## src/rtl/tsn_axis_pkg.sv

```systemverilog
// Shared definitions for the AXI4-Stream frame monitor: tuser field
// offsets, error flag bit positions, FSM state type and keep helpers.
package tsn_axis_pkg;

    // NetFPGA tuser layout
    localparam int LEN_LO      = 0;
    localparam int LEN_HI      = 15;
    localparam int DST_PORT_LO = 24;

    // err_flags bit positions, packed as {keep, port, range, len, mac}
    localparam int ERR_MAC   = 0;
    localparam int ERR_LEN   = 1;
    localparam int ERR_RANGE = 2;
    localparam int ERR_PORT  = 3;
    localparam int ERR_KEEP  = 4;
    localparam int ERR_W     = 5;

    typedef enum logic [1:0] {
        ST_IDLE = 2'd0,
        ST_BODY = 2'd1,
        ST_LAST = 2'd2
    } mon_state_t;

    // Number of set bits; keep vectors up to 64 lanes are zero-extended.
    function automatic logic [15:0] popcount64(input logic [63:0] v);
        logic [15:0] c;
        c = '0;
        for (int i = 0; i < 64; i++) begin
            c = c + {15'd0, v[i]};
        end
        return c;
    endfunction

    // True when v is nonzero and of the form 0...01...1 (low lanes only).
    function automatic logic keep_contig_nz(input logic [63:0] v);
        return (v != 64'd0) && (((v + 64'd1) & v) == 64'd0);
    endfunction

endpackage

```

## src/rtl/axis_frame_monitor_if.sv

```systemverilog
// AXI4-Stream bundle between the datapath master port and the monitor.
// Handshake: a beat transfers on a rising edge where tvalid and tready are
// both 1; the master holds tdata/tkeep/tuser/tlast stable while tvalid is
// high and tready low, and tready never depends on tvalid.
interface axis_frame_monitor_if #(
    parameter int DATA_W = 256,
    parameter int USER_W = 128
) ();
    logic [DATA_W-1:0]   tdata;
    logic [DATA_W/8-1:0] tkeep;
    logic [USER_W-1:0]   tuser;
    logic                tvalid;
    logic                tlast;
    logic                tready;

    modport master (output tdata, output tkeep, output tuser,
                    output tvalid, output tlast, input tready);
    modport slave  (input tdata, input tkeep, input tuser,
                    input tvalid, input tlast, output tready);
endinterface

```

## src/rtl/axis_lfsr16.sv

```systemverilog
// Free-running 16-bit Galois LFSR (x^16+x^14+x^13+x^11+1), seeded on reset.
module axis_lfsr16 #(
    parameter logic [15:0] SEED = 16'hACE1
) (
    input  logic        i_clk,
    input  logic        i_resetn,
    output logic [15:0] o_lfsr
);
    logic [15:0] r_lfsr;

    // Shift right every cycle, folding the output bit back into the taps.
    always_ff @(posedge i_clk) begin
        if (!i_resetn) begin
            r_lfsr <= SEED;
        end else begin
            r_lfsr <= {1'b0, r_lfsr[15:1]} ^ (r_lfsr[0] ? 16'hB400 : 16'h0000);
        end
    end

    assign o_lfsr = r_lfsr;
endmodule

```

## src/rtl/axis_frame_monitor.sv

```systemverilog
// AXI4-Stream sink that parses frames, checks them against expected MAC,
// tuser length/port and tkeep legality, and keeps good/bad counters.
module axis_frame_monitor
    import tsn_axis_pkg::*;
#(
    parameter int          AXIS_DATA_WIDTH  = 256,
    parameter int          AXIS_TUSER_WIDTH = 128,
    parameter logic [47:0] EXP_DST_MAC      = 48'h0,
    parameter int          PORT_BIT         = 0,
    parameter int          MIN_LEN          = 60,
    parameter int          MAX_LEN          = 1522,
    parameter int          BACKPRESSURE     = 0,
    parameter logic [15:0] LFSR_SEED        = 16'hACE1
) (
    input  logic               axis_aclk,
    input  logic               axis_resetn,
    axis_frame_monitor_if.slave s_axis,
    input  logic               enable,
    input  logic               clear,
    output logic [31:0]        frame_cnt,
    output logic [31:0]        err_cnt,
    output logic [47:0]        byte_cnt,
    output logic [15:0]        last_len,
    output logic [ERR_W-1:0]   err_flags,
    output mon_state_t         dbg_state
);
    localparam int KW = AXIS_DATA_WIDTH / 8;
    localparam logic [KW-1:0] KEEP_ALL = '1;

    mon_state_t       r_state, w_state_next;
    logic [15:0]      w_lfsr;
    logic             w_tready, w_accept, w_first, w_commit;
    logic [47:0]      w_beat_mac, w_mac_now, r_mac;
    logic [15:0]      w_beat_len, w_acc_base, w_len_now, r_acc;
    logic [16:0]      w_sum;
    logic [15:0]      w_exp_len_now, r_exp_len;
    logic             w_port_now, r_port;
    logic             w_beat_keep_err, w_keep_err_now, r_keep_err;
    logic [ERR_W-1:0] w_flags_now, r_res_flags;
    logic [15:0]      r_res_len;
    logic [31:0]      r_frame_cnt, r_err_cnt;
    logic [47:0]      r_byte_cnt;
    logic [15:0]      r_last_len;
    logic [ERR_W-1:0] r_err_flags;
    logic             w_unused_ok;

    axis_lfsr16 #(.SEED(LFSR_SEED)) u_lfsr (
        .i_clk    (axis_aclk),
        .i_resetn (axis_resetn),
        .o_lfsr   (w_lfsr)
    );

    // Ready comes only from enable and the registered LFSR, never from tvalid.
    assign w_tready      = enable & ((BACKPRESSURE == 0) | w_lfsr[0]);
    assign s_axis.tready = w_tready;
    assign w_accept      = s_axis.tvalid & w_tready;
    assign w_first       = (r_state != ST_BODY);
    assign w_commit      = (r_state == ST_LAST);

    // Per-beat parse: values as they stand once the current beat is included.
    always_comb begin
        w_beat_mac = {s_axis.tdata[7:0],   s_axis.tdata[15:8],  s_axis.tdata[23:16],
                      s_axis.tdata[31:24], s_axis.tdata[39:32], s_axis.tdata[47:40]};
        w_beat_len = popcount64(64'(s_axis.tkeep));
        w_acc_base = w_first ? 16'd0 : r_acc;
        w_sum      = {1'b0, w_acc_base} + {1'b0, w_beat_len};
        w_len_now  = w_sum[16] ? 16'hFFFF : w_sum[15:0];

        w_beat_keep_err = s_axis.tlast ? ~keep_contig_nz(64'(s_axis.tkeep))
                                       : (s_axis.tkeep != KEEP_ALL);
        w_keep_err_now  = (~w_first & r_keep_err) | w_beat_keep_err;

        w_mac_now     = w_first ? w_beat_mac : r_mac;
        w_exp_len_now = w_first ? s_axis.tuser[LEN_HI:LEN_LO] : r_exp_len;
        w_port_now    = w_first ? s_axis.tuser[DST_PORT_LO + PORT_BIT] : r_port;

        w_flags_now            = '0;
        w_flags_now[ERR_MAC]   = (w_mac_now != EXP_DST_MAC);
        w_flags_now[ERR_LEN]   = (w_len_now != w_exp_len_now);
        w_flags_now[ERR_RANGE] = (w_len_now < 16'(MIN_LEN)) || (w_len_now > 16'(MAX_LEN));
        w_flags_now[ERR_PORT]  = ~w_port_now;
        w_flags_now[ERR_KEEP]  = w_keep_err_now;
    end

    // Frame state register.
    always_ff @(posedge axis_aclk) begin
        if (!axis_resetn) begin
            r_state <= ST_IDLE;
        end else begin
            r_state <= w_state_next;
        end
    end

    // Next state: a beat accepted in IDLE or LAST opens a new frame.
    always_comb begin
        w_state_next = r_state;
        case (r_state)
            ST_IDLE, ST_LAST: begin
                w_state_next = ST_IDLE;
                if (w_accept) begin
                    w_state_next = s_axis.tlast ? ST_LAST : ST_BODY;
                end
            end
            ST_BODY: begin
                if (w_accept && s_axis.tlast) begin
                    w_state_next = ST_LAST;
                end
            end
            default: w_state_next = ST_IDLE;
        endcase
    end

    // Capture per-frame fields; results are frozen at tlast so a new frame
    // may start in the LAST cycle without disturbing the pending commit.
    always_ff @(posedge axis_aclk) begin
        if (!axis_resetn) begin
            r_mac       <= '0;
            r_exp_len   <= '0;
            r_port      <= 1'b0;
            r_acc       <= '0;
            r_keep_err  <= 1'b0;
            r_res_len   <= '0;
            r_res_flags <= '0;
        end else if (w_accept) begin
            r_mac      <= w_mac_now;
            r_exp_len  <= w_exp_len_now;
            r_port     <= w_port_now;
            r_acc      <= w_len_now;
            r_keep_err <= w_keep_err_now;
            if (s_axis.tlast) begin
                r_res_len   <= w_len_now;
                r_res_flags <= w_flags_now;
            end
        end
    end

    // Counters and sticky flags; clear overrides a same-cycle commit.
    always_ff @(posedge axis_aclk) begin
        if (!axis_resetn || clear) begin
            r_frame_cnt <= '0;
            r_err_cnt   <= '0;
            r_byte_cnt  <= '0;
            r_last_len  <= '0;
            r_err_flags <= '0;
        end else if (w_commit) begin
            r_last_len <= r_res_len;
            if (|r_res_flags) begin
                r_err_cnt   <= r_err_cnt + 32'd1;
                r_err_flags <= r_err_flags | r_res_flags;
            end else begin
                r_frame_cnt <= r_frame_cnt + 32'd1;
                r_byte_cnt  <= r_byte_cnt + {32'd0, r_res_len};
            end
        end
    end

    assign frame_cnt = r_frame_cnt;
    assign err_cnt   = r_err_cnt;
    assign byte_cnt  = r_byte_cnt;
    assign last_len  = r_last_len;
    assign err_flags = r_err_flags;
    assign dbg_state = r_state;

    // Payload and metadata bits beyond the parsed fields are not inspected.
    assign w_unused_ok = ^{s_axis.tdata, s_axis.tuser, w_lfsr[15:1]};
endmodule

```

## src/flat_wrapper.sv

```systemverilog
// flat-port wrapper written by rule: the top's interface ports become plain ports
module axis_frame_monitor_flat import tsn_axis_pkg::*;
#(
    parameter int          AXIS_DATA_WIDTH  = 256,
    parameter int          AXIS_TUSER_WIDTH = 128,
    parameter logic [47:0] EXP_DST_MAC      = 48'h0,
    parameter int          PORT_BIT         = 0,
    parameter int          MIN_LEN          = 60,
    parameter int          MAX_LEN          = 1522,
    parameter int          BACKPRESSURE     = 0,
    parameter logic [15:0] LFSR_SEED        = 16'hACE1
)
  (axis_aclk, axis_resetn, enable, clear, frame_cnt, err_cnt, byte_cnt, last_len, err_flags, dbg_state, s_axis_tdata, s_axis_tkeep, s_axis_tuser, s_axis_tvalid, s_axis_tlast, s_axis_tready);
  axis_frame_monitor_if #(.DATA_W(256), .USER_W(128)) s_axis_i ();
  input  logic axis_aclk;
  input  logic axis_resetn;
  input  logic enable;
  input  logic clear;
  output logic [31:0] frame_cnt;
  output logic [31:0] err_cnt;
  output logic [47:0] byte_cnt;
  output logic [15:0] last_len;
  output logic [ERR_W-1:0] err_flags;
  output mon_state_t dbg_state;
  input wire logic [$bits(s_axis_i.tdata)-1:0] s_axis_tdata;
  input wire logic [$bits(s_axis_i.tkeep)-1:0] s_axis_tkeep;
  input wire logic [$bits(s_axis_i.tuser)-1:0] s_axis_tuser;
  input wire logic [$bits(s_axis_i.tvalid)-1:0] s_axis_tvalid;
  input wire logic [$bits(s_axis_i.tlast)-1:0] s_axis_tlast;
  output wire logic [$bits(s_axis_i.tready)-1:0] s_axis_tready;
  assign s_axis_i.tdata = s_axis_tdata;
  assign s_axis_i.tkeep = s_axis_tkeep;
  assign s_axis_i.tuser = s_axis_tuser;
  assign s_axis_i.tvalid = s_axis_tvalid;
  assign s_axis_i.tlast = s_axis_tlast;
  assign s_axis_tready = s_axis_i.tready;
  axis_frame_monitor #(.AXIS_DATA_WIDTH(AXIS_DATA_WIDTH), .AXIS_TUSER_WIDTH(AXIS_TUSER_WIDTH), .EXP_DST_MAC(EXP_DST_MAC), .PORT_BIT(PORT_BIT), .MIN_LEN(MIN_LEN), .MAX_LEN(MAX_LEN), .BACKPRESSURE(BACKPRESSURE), .LFSR_SEED(LFSR_SEED)) u_core (.axis_aclk(axis_aclk), .axis_resetn(axis_resetn), .s_axis(s_axis_i), .enable(enable), .clear(clear), .frame_cnt(frame_cnt), .err_cnt(err_cnt), .byte_cnt(byte_cnt), .last_len(last_len), .err_flags(err_flags), .dbg_state(dbg_state));
endmodule
```

## config.mk

```make
export PLATFORM = sky130hd
export DESIGN_NAME = axis_frame_monitor_flat
export DESIGN_NICKNAME = d
export VERILOG_FILES = /design/src/rtl/tsn_axis_pkg.sv /design/src/rtl/axis_frame_monitor_if.sv /design/src/rtl/axis_lfsr16.sv /design/src/rtl/axis_frame_monitor.sv /design/src/flat_wrapper.sv
export SDC_FILE = /design/constraint.sdc
export NUM_CORES = 1
export LEC_CHECK = 0
export ABC_AREA = 1
export ABC_CLOCK_PERIOD_IN_PS = 8600
export CAP_MARGIN = 20
export CORE_MARGIN = 5
export CORE_UTILIZATION = 35
export DETAILED_ROUTE_END_ITERATION = 16
export PLACE_DENSITY = 0.7
export SLEW_MARGIN = 20
export SYNTH_ARGS = -nofsm -noshare
export SYNTH_HDL_FRONTEND = slang
export SYNTH_SLANG_ARGS = --single-unit
```

## constraint.sdc

```tcl
create_clock -name axis_aclk -period 8.6 [get_ports axis_aclk]
set_clock_uncertainty 0.05 [all_clocks]
set_input_delay 1.72 -clock axis_aclk [delete_from_list [all_inputs] [get_ports axis_aclk]]
set_output_delay 1.72 -clock axis_aclk [all_outputs]
set_load 0.02 [all_outputs]
```

# Yosys cells after proc, flatten, opt, wreduce, memory -nomap -nowiden
# Cells that the tools add are included.
[totals] ff_bits=238 in_bits=422 output_inout_bits=136 word_cells=90
[op_classes] addsub=36 magnitude_cmp=2 n_eq_ne=6 n_mux=10 bitwise_logic=9 reduce_logical=14
[op_table] operator="16-bit by 1-bit adder with 16-bit output" count=30
[op_table] operator="32-bit by 1-bit adder with 32-bit output, second input constant" count=2
[op_table] operator="64-bit by 32-bit bitwise AND with 64-bit output" count=1
[op_table] operator="64-bit zero test" count=1
[op_table] operator="48-bit by 16-bit adder with 48-bit output" count=1
[op_table] operator="16-bit two-way mux" count=3
[op_table] operator="48-bit two-way mux" count=1
[op_table] operator="48-bit nonzero test" count=1
[op_table] operator="32-bit by 1-bit adder with 33-bit output, second input constant" count=1
[op_table] operator="32-bit != test, second input constant" count=1
[op_table] operator="32-bit nonzero test" count=1
[op_table] operator="16-bit by 16-bit adder with 17-bit output" count=1
[op_table] operator="16-bit by 11-bit > comparator with 1-bit output, second input constant" count=1
[op_table] operator="16-bit by 6-bit < comparator with 1-bit output, second input constant" count=1
[op_table] operator="16-bit != test" count=1
[op_table] operator="2-bit two-way mux" count=3
[op_table] operator="2-bit AND reduction" count=3
[op_table] operator="5-bit bitwise OR" count=1
[op_table] operator="5-bit OR reduction" count=1
[op_table] operator="2-bit by 1-bit != test with 1-bit output, second input constant" count=2
[op_table] operator="1-bit NOT" count=4
[op_table] operator="2-bit one-hot mux with 2 select lines" count=1
[op_table] operator="1-bit by 1-bit adder with 2-bit output" count=1
[op_table] operator="1-bit bitwise AND" count=2
[op_table] operator="9 further kinds" count=12

# Longest topological paths before layout
[depth] depth_word=35 depth_mapped=35 mapped_depth_nobuf=35

# Worst setup path before layout
# No wires, ideal clock.
[synth_timing] path_type="input to register" startpoint="input port s_axis_tkeep[0]" endpoint="register u_core.r_res_flags[1]" setup_ns=0.119 arrival_time_ns=7.521 t_required_ns=8.431 slack_ns=0.909 path_stages=26 path_buffers=0 cell_sequence="inv_1 -> ha_1 -> inv_1 -> fa_1 -> fa_1 -> fa_1 -> fa_1 -> fa_1 -> fa_1 -> fa_1 -> fa_1 -> o21ai_0 -> xor2_1 -> ha_1 -> a21oi_1 -> nor2_1 -> nor2_1 -> nand2_2 -> nand2_2 -> nand3_1 -> nand2_1 -> nand2_1 -> nor2_1 -> nand3_1 -> nor2_1 -> a21oi_1"
[synth_via] elab_chain_cells=34
[synth_lines] item="from (decl)" line="flat_wrapper.sv:26" source="input wire logic [$bits(s_axis_i.tkeep)-1:0] s_axis_tkeep;"
[synth_lines] item="1-bit by 1-bit adder with 2-bit output" line="tsn_axis_pkg.sv:29" source="c = c + {15'd0, v[i]};"
[synth_lines] item="16-bit by 1-bit adder with 16-bit output (30 in series)" line="tsn_axis_pkg.sv:29"
[synth_lines] item="16-bit by 16-bit adder with 17-bit output" line="axis_frame_monitor.sv:66" source="w_sum = {1'b0, w_acc_base} + {1'b0, w_beat_len};"
[synth_lines] item="16-bit two-way mux" line="axis_frame_monitor.sv:67" source="w_len_now = w_sum[16] ? 16'hFFFF : w_sum[15:0];"
[synth_lines] item="16-bit != test" line="axis_frame_monitor.sv:79" source="w_flags_now[ERR_LEN] = (w_len_now != w_exp_len_now);"
[synth_lines] item="to (signal assigned)" line="axis_frame_monitor.sv:132" source="r_res_flags <= w_flags_now;"
[synth_lines] item="to (decl)" line="axis_frame_monitor.sv:39" source="logic [ERR_W-1:0] w_flags_now, r_res_flags;"
# No other way between the ends.
# A chain may end at the register's enable or synchronous reset.

# Worst setup path in the final report
# Same ends and word-level chain as after synthesis.

==> results.md <==
* Status: finished, final reports clean
* Reg2reg end: u_core.byte_cnt[46]$_SDFFE_PP0P_
* Synth-to-layout area growth at 27.6%
* Synthesized area at 14700 µm²
* Power consumption at roughly 4.2 mW
* Critical Path Source: s_axis_tkeep[0]
* CP max stage delay at 0.55 ns
* Fill cells at 4327
* Met2 WL at 19800 µm
* Initial Util at 35.2%
* Num CTS Buffers at 28
* Row Count at 75
* Number of diodes at 0
* Pint at between 2 and 3 mW
* IO Port Bufs at 238
* Final Hold Fails at 0
* Core Util, Final at 44.9%
* WL met1 at between 20000 and 25000 µm
* DR WL met3 at 2700 µm
* Synthesized area per cell at 6.66 µm²
* Ys async rst share at 0%
* Storage cell area at roughly 4800 µm²
* Top post-synthesis cells by count: 432 x nand2_1, 378 x inv_1, 247 x nor2_1
* Post-CTS Setup Bufs at 0
* Pwr Density at 226 nW/µm²
* Final Net Count at ~3000
* RSZ-0062 raised after global routing: false
* Drt wl/cell at approximately 14 µm
* CP max-delay cell: fa_1
* Fmax achieved at 122 MHz
* Fin. max-slew vios at 0
* WS Path Type: input pin to flop
* Max layer used: met4
* Multi-input gate area at 8140 µm²
* Sw Ratio at 37.3%
* Total Wirelength at 43300 µm
* Crit path capture: u_core.r_res_flags[1]$_SDFFE_PN0P_
* Final Cell Area at 18700 µm²
* Max cap viols at 0
* Die Area at 46100 µm²
* Tcrit/Tclk final at 94.9%
* Synth Warn # at 0
* Clock net sink count at 238
* Hold Buf Count CTS at 0
* CP Capture Type: flop
* Post-synth top area share at 32.5%
* Die X-Extent at 215 µm
* Total track usage at 17.9%
* Sequential share of power at 27.9%
* Layout cells sized above 1 at between 6 and 7%
* I/O Pins at 558
* Minimum clock period at 8.16 ns
* DR pass1 iterations at 6
* Synth area leader: dfxtp_1
* Setup WS pre-CTS at -0.0748 ns
* Initial drt markers at 1298
* Via-to-Cell Ratio at approximately 5.0
* Vias in the first global route at 14200
* Kind of start point of the critical path: input pin
* R2r worst-path depth at 10
* Vias after detailed routing at ~15000
* Top FF cell, synth: dfxtp_1
* Max VDD drop at 0.301 mV
* Worst reg2reg startpoint: u_core.dbg_state[0]$_SDFFE_PN0P_
* Placed Area at 17800 µm²
* Critical path arrival at 8.55 ns
* PostCTS Resize Cnt at 0
* CP top delay family: adder cells
* Setup TNS Final at 0 ns
* Clk Latency, worst-skew pair at 0.57 ns
* First-pass GRT wire length at between 70000 and 80000 µm
* Worst slew margin at 36.7%
* GRT Residual Overflow at 0
* Worst-Margin Slew at 0.949 ns
* Combinational power share at 43.9%
* R2R Setup Slk at about 4.9 ns
* Post-synth EDFFs at 0
* Synthesized net count at 2681
* Unique masters post-synth at between 50 and 60
* Crit path top cell by count: fa_1
* Routed Antenna Nets at 0
* CP required at 8.99 ns
* Synth top area cells: dfxtp_1 33%, nand2_1 11%, inv_1 9.7%, o21ai_0 6.4%, nor2_1 6.3%
* Post-route DRC at 0
* Critical path buffers and inverters at 4
* Clock share of power at 28.2%
* Hold WC Path Type: flop to flop
* Root buffer cell: clkbuf_16
* Initial antenna violation count at 0
* Core area at 41700 µm²
* RePlAce Congestion at 0.890
* Top-count cell post-synth: nand2_1
* CTS tree: built
* Die Ht at 215 µm
* FF+latch count, synth at approximately 240
* Final HPWL DP at 33100 µm
* # setup viols final at 0
* CP max FO at 8
* Cells after synthesis at 2199
* Fraction of the yosys area taken by sequential cells at 32.5%
* Leak at 8.02 nW
* Largest net degree at the start of global routing at 86
* CTS HTree Levels at 1
* Post-route setup slack at 0.436 ns
* Longest Clk Path Bufs at 3
* Sw Pwr at between 1.5 and 2 mW
* CTS clk-pin slew, worst paths at about 0.060 ns
* WP depth at 27
## cell type report
type | count | area share (%)
clock buffer | 36 | 4.18
tap | 539 | 3.61
inverter | 385 | 7.74
sequential | 238 | 25.5
multi-input combinational | 1507 | 43.6
clock inverter | 14 | 0.816
timing repair buffer | 284 | 14.6
## state kept, by name, indices dropped and copies added (netlist names), 16 cells and up
| register | count |
|---|---|
| u_core.byte_cnt | 48 |
| u_core.err_cnt | 32 |
| u_core.frame_cnt | 32 |
| u_core.last_len | 16 |
| u_core.r_acc | 16 |
| u_core.r_exp_len | 16 |
| u_core.r_mac | 48 |
| u_core.r_res_len | 16 |
## how the worst min path moves through the flow
stage / from / to / cells after the start
after floorplan: u_core.r_res_len[0]$_SDFFE_PN0P_ / u_core.last_len[0]$_SDFFE_PP0P_ / 2
after global placement: u_core.err_flags[2]$_SDFFE_PP0P_ / u_core.err_flags[2]$_SDFFE_PP0P_ / 2
after detailed placement: u_core.err_flags[4]$_SDFFE_PP0P_ / u_core.err_flags[4]$_SDFFE_PP0P_ / 2
after CTS: u_core.err_flags[4]$_SDFFE_PP0P_ / u_core.err_flags[4]$_SDFFE_PP0P_ / 2
after global routing: u_core.err_flags[4]$_SDFFE_PP0P_ / u_core.err_flags[4]$_SDFFE_PP0P_ / 2
final: u_core.err_flags[2]$_SDFFE_PP0P_ / u_core.err_flags[2]$_SDFFE_PP0P_ / 2
## metrics by stage
step	cells	hold slack [ns]
finish	3003	0.403
global route	3003	0.427
CTS	3003	0.408
detailed placement	2953	0.399
global placement	2953	0.393
floorplan	2199	0.393
## cells by family after synthesis
logic type	count (synthesis)	share of synthesized area, %
AO/OA/AOI/OAI	413	15.3
XOR/XNOR	48	2.87
adder cells (fa/ha/maj)	60	6.45
buffers and inverters	454	12.0
flip-flops	238	32.5
multiplexers	15	1.02
AND/OR/NAND/NOR	971	29.8
## cells in the final DEF, fill, tap and decap left out, types with 16 or more instances in the layout
cell             count
nor3_1              56
clkdlybuf4s50_1    237
nand2_1            431
o21ai_0            187
inv_1              377
ha_1                34
nand4_1             51
nor2_1             246
dfxtp_1            238
xnor2_1             16
nor4_1              16
buf_4               45
a21oi_1            147
clkbuf_16           28
fa_1                26
or2_2               16
o211ai_1            36
nand3_1             85
xor2_1              32
## power by group through the flow
stage	clock [mW]	sequential [mW]	combinational (mW)
2_1_floorplan	0	1.20	1.17
5_1_grt	1.27	1.18	2.11
4_1_cts	1.23	1.18	1.85
3_3_place_gp	0	1.20	1.79
6_report	1.19	1.18	1.85
3_5_place_dp	0	1.20	1.84
## metal layers
layer	GRT usage, %	vias up
li1	-	7568
met2	29.8	464
met1	24.4	6783
met5	0	-
met3	3.46	55
met4	3.63	0
## worst min-delay path, delay by kind of cell (launching register included)
family | cells | cell delay (ns)
flops | 1 | 0.31
buf+inv | 1 | 0.05
compound gates | 1 | 0.05
No activity file was read; power rests on OpenSTA's default activity.
